===== src/rtl/rxuart.sv =====
// 8N1 serial receiver: 2-flop synchronizer, mid-bit sampling via a down-counting
// baud timer, one-cycle strobes for a good byte or a framing error.
module rxuart #(
    parameter logic [31:0] CLK_PERBAUD = 32'd104
) (
    input  logic       clk,
    input  logic       reset,
    input  logic       i_rx,
    output logic       o_stb,
    output logic [7:0] o_data,
    output logic       o_frame_err,
    output logic       o_busy
);

    localparam logic [23:0] RELOAD_FULL = 24'(CLK_PERBAUD - 32'd1);
    localparam logic [23:0] RELOAD_HALF = 24'((CLK_PERBAUD / 32'd2) - 32'd1);

    typedef enum logic [2:0] {
        IDLE,
        START,
        DATA,
        STOP,
        WAIT_IDLE
    } state_t;

    state_t      state_q, state_d;
    logic        rx_meta_q, rx_s_q;
    logic [23:0] cnt_q, cnt_d;
    logic [2:0]  bit_q, bit_d;
    logic [7:0]  shift_q, shift_d;
    logic [7:0]  data_q, data_d;
    logic        stb_q, stb_d;
    logic        ferr_q, ferr_d;
    logic        tick;

    assign tick = (cnt_q == 24'd0);

    always_ff @(posedge clk) begin
        if (reset) begin
            state_q   <= IDLE;
            rx_meta_q <= 1'b1;
            rx_s_q    <= 1'b1;
            cnt_q     <= 24'd0;
            bit_q     <= 3'd0;
            shift_q   <= 8'h00;
            data_q    <= 8'h00;
            stb_q     <= 1'b0;
            ferr_q    <= 1'b0;
        end else begin
            state_q   <= state_d;
            rx_meta_q <= i_rx;
            rx_s_q    <= rx_meta_q;
            cnt_q     <= cnt_d;
            bit_q     <= bit_d;
            shift_q   <= shift_d;
            data_q    <= data_d;
            stb_q     <= stb_d;
            ferr_q    <= ferr_d;
        end
    end

    always_comb begin
        state_d = state_q;
        // The timer free-runs and reloads a full bit period on every tick;
        // only the start-edge detection loads the half period.
        cnt_d   = tick ? RELOAD_FULL : (cnt_q - 24'd1);
        bit_d   = bit_q;
        shift_d = shift_q;
        data_d  = data_q;
        stb_d   = 1'b0;
        ferr_d  = 1'b0;

        case (state_q)
            IDLE: begin
                if (!rx_s_q) begin
                    state_d = START;
                    cnt_d   = RELOAD_HALF;
                end
            end
            START: begin
                if (tick) begin
                    if (rx_s_q) begin
                        state_d = IDLE;
                    end else begin
                        state_d = DATA;
                        bit_d   = 3'd0;
                    end
                end
            end
            DATA: begin
                if (tick) begin
                    shift_d = {rx_s_q, shift_q[7:1]};
                    bit_d   = bit_q + 3'd1;
                    if (bit_q == 3'd7) begin
                        state_d = STOP;
                    end
                end
            end
            STOP: begin
                if (tick) begin
                    if (rx_s_q) begin
                        data_d  = shift_q;
                        stb_d   = 1'b1;
                        state_d = IDLE;
                    end else begin
                        ferr_d  = 1'b1;
                        state_d = WAIT_IDLE;
                    end
                end
            end
            WAIT_IDLE: begin
                if (rx_s_q) begin
                    state_d = IDLE;
                end
            end
            default: begin
                state_d = IDLE;
            end
        endcase
    end

    assign o_stb       = stb_q;
    assign o_frame_err = ferr_q;
    assign o_data      = data_q;
    assign o_busy      = (state_q != IDLE);

endmodule


===== config.mk =====
export PLATFORM = sky130hd
export DESIGN_NAME = rxuart
export DESIGN_NICKNAME = d
export VERILOG_FILES = /design/src/rtl/rxuart.sv
export SDC_FILE = /design/constraint.sdc
export NUM_CORES = 1
export LEC_CHECK = 0
export ABC_AREA = 1
export CAP_MARGIN = 5
export CORE_MARGIN = 2
export CORE_UTILIZATION = 37
export DETAILED_ROUTE_END_ITERATION = 10
export PLACE_DENSITY_LB_ADDON = 0.3
export SKIP_CTS_REPAIR_TIMING = 1
export SLEW_MARGIN = 40
export SYNTH_ARGS = -nofsm -noshare
export SYNTH_HDL_FRONTEND = slang
export SYNTH_SLANG_ARGS = --single-unit

===== constraint.sdc =====
create_clock -name clk -period 2.2 [get_ports clk]
set_clock_uncertainty 0.2 [all_clocks]
set_input_delay 0.44 -clock clk [delete_from_list [all_inputs] [get_ports clk]]
set_output_delay 0.44 -clock clk [all_outputs]
set_load 0.1 [all_outputs]

==> key figures, run 1 <==
Logic synthesis
  – Largest cells by area after synthesis: dfxtp_1 (42%), nor2_1 (14%), nand2_1 (10%), inv_1 (4.9%), xor2_1 (3.7%)
  – Synth cell types: 32
  – Cell type contributing the most total cell area after synthesis: dfxtp_1
  – Number of flip-flops and latches in the synthesized netlist: 50
  – Synthesized area divided by synthesized cell count: 7.227 um^2
  – Post-synthesis instance area: 2356 um^2
  – Syn. warnings: 0
  – Area share of the largest cell type after synthesis: 42.49%
  – Post-synthesis cell count: 326
  – Net count of the mapped netlist: 333
  – Portion of the post-synthesis area used by sequential elements: 42.49%

Finish
  – ANT cells: 0
  – Design area: 2660 um^2
  – Utilization after layout: 42.62%
  – Number of nets in the layout: 351
  – Share of layout cells above drive strength 1: 11.59%
  – Number of non-filler instances in the completed layout: 422
  – Area growth from synthesis to final layout: 12.90%

Run status
  – Status: completed

Global route
  – Maximum number of pins on one net before global-route repair: 24
  – Number of global-route vias before repair: 1889
  – Global router's overall resource usage: 13.82%
  – Overflow left after global routing: 0
  – Global-route wire length before repair: 8.142 mm
  – Number of antenna violations at the first check in global routing: 0

Worst setup path
  – Capturing element type of the critical path: output port
  – Type of the setup path with the least slack: flip-flop to output port
  – CP Max Fanout: 5
  – Setup crit start kind: flip-flop
  – CP arrival: 1.33 ns
  – Critical Path RT: 1.56 ns

Clock tree
  – Clock slew at the register clock pins of the worst setup and hold paths: 0.09 ns
  – TritonCTS clock tree: yes
  – Number of clock sinks: 50
  – CTS H-tree lvls: 2
  – Maximum clock path buffer count: 2
  – Num CTS Buffers: 5
  – Cell at the root of the clock tree: clkbuf_8
  – Worst skew pair latency: 0.30 ns

Timing
  – Count of final setup violators: 0
  – Post-route clock period utilization: 89.46%
  – Relative slew slack: 71.88%
  – Worst Tran Pin Value: 0.4203 ns
  – Final max-slew violation count: 0
  – Final-report hold violation count: 0
  – RSZ-0062 raised after global routing: no
  – Shortest clock period the worst path allows after layout: 1.968 ns
  – Fmax: 0.5081 GHz
  – Setup TNS: 0 ns

Die
  – DIE WIDTH: 83.80 um
  – Core area: 6241 um^2
  – Total Die Area: 7022 um^2
  – Starting density of the core: 37.75%
  – Top-level port count: 14
  – Vert. Die Dim: 83.80 um
  – # rows: 29

Drt
  – Average via count per standard cell: 4.664
  – Total iterations of the first detailed-routing run: 4
  – DR DRC count: 0
  – Detailed-route via count: 1968
  – Initial detailed-routing violation count: 53
  – Wirelength, routed: 4.460 mm
  – WL/cell: 10.57 um
  – Remaining number of nets flagged by the antenna check after routing: 0

Flow run
  – Max_cap viols: 0

Power
  – Static power due to leakage: 1.287 nW
  – Pwr Density: 1596 nW/um^2
  – Peak ir drop on the vdd network: 1278 uV

Placement
  – Post-Place Cells: 414
  – HPWL Detailed: 3.228 mm
  – PortBufs: 13
  – RePlAce Congestion: 0.8336
  – Post-place instance area: 2551 um^2

Min path
  – Worst hold path class: flip-flop to flip-flop
## cell type report
class,count,area [um^2]
Fill cell,658,3581
Multi-Input combinational cell,238,1189
Sequential cell,50,1001
Timing Repair Buffer,17,145.1
Inverter,32,120.1
Tap cell,77,96.34
Clock buffer,5,68.82
Clock inverter,3,40.04
## critical path: stages (launching register included)
cell and delay, ns:
dfxtp_1 0.36, nor2_1 0.20, inv_1 0.06, nor2_1 0.14
inv_1 0.09, buf_12 0.17
## path summary, 6_finish.rpt
kind | start | end | slack (ns) | depth (start not counted)
max | state_q[2] | o_busy | 0.23 | 5
min | rx_meta_q | rx_s_q | 0.22 | 1
max reg2reg | cnt_q[0] | state_q[0] | 0.27 | 13
min reg2reg | rx_meta_q | rx_s_q | 0.22 | 1
## synth_stat cells (all sizes together)
| library cell | instances |
|---|---|
| dfxtp | 50 |
| and2 | 2 |
| buf | 5 |
| xnor2 | 5 |
| o21bai | 2 |
| o21ai | 16 |
| ha | 4 |
| or2 | 2 |
| nor4 | 1 |
| clkbuf | 1 |
| nand3 | 14 |
| nor3 | 7 |
| nand4 | 4 |
| inv | 32 |
| a31oi | 1 |
| a21oi | 7 |
| nor2 | 94 |
| xor2 | 10 |
| nor3b | 2 |
| nand2 | 66 |
| nand3b | 1 |
## cells in the final DEF (no fill, tap or decap), drive strengths merged
cell and n:
xor2 10, nand2 66, nor4 1, nor3 7, clkbuf 5, or2 2, nand3b 1, o21ai 16
dfxtp 50, clkinv 2, nor2 94, buf 15, nand3 14, inv 32, o21bai 2, a31oi 1
clkdlybuf4s50 2, and2 2, bufinv 1, a21oi 7, nor3b 2, xnor2 5, ha 4, nand4 4
## report_power, final
part	switching, W	leakage (nW)	total [W]	internal, W
clock	0.000296	0.0579	0.000631	0.000335
combinational	0.00145	0.822	0.00225	0.000805
sequential	0.000231	0.407	0.00136	0.00113
## layer usage
layer	routed length, um	track usage, %
met1	2148	17.08
met2	2113	23.85
met3	141	3.264
met4	56	4.106
met5	0	0
## cell families after synthesis
family | Yosys count | share of synthesized area [%]
AOI/OAI and AO/OA | 26 | 5.788
xor gates and xnor gates | 15 | 5.576
adders and majority gates | 4 | 2.124
and+or+nand+nor | 193 | 36.96
buffers and inverters | 38 | 7.062
DFF | 50 | 42.49
## sequential cells by signal, indices dropped and copies added, names as in the netlist
register and cells:
cnt_q 24, o_data 8, shift_q 8, bit_q 3
state_q 3, o_frame_err 1, o_stb 1, rx_meta_q 1
rx_s_q 1
## per-stage QoR
step / total power [W] / hold slack (ns) / setup slack (ns)
floorplan: 0.003184 / 0.1895 / 0.4349
global placement: 0.003591 / 0.1938 / 0.3309
detailed placement: 0.003630 / 0.1996 / 0.3066
CTS: 0.004287 / 0.2265 / 0.2224
global route: 0.004655 / 0.2597 / 0.07488
finish: 0.004245 / 0.2201 / 0.2318
Note: power is estimated with default switching activity, not from simulation.
==> inputs of run 2 (changes only) <==
- SKIP_LAST_GASP: default -> 1
==> results of run 2 <==
Final layout, timing and power as in run 1 (identical DEF).
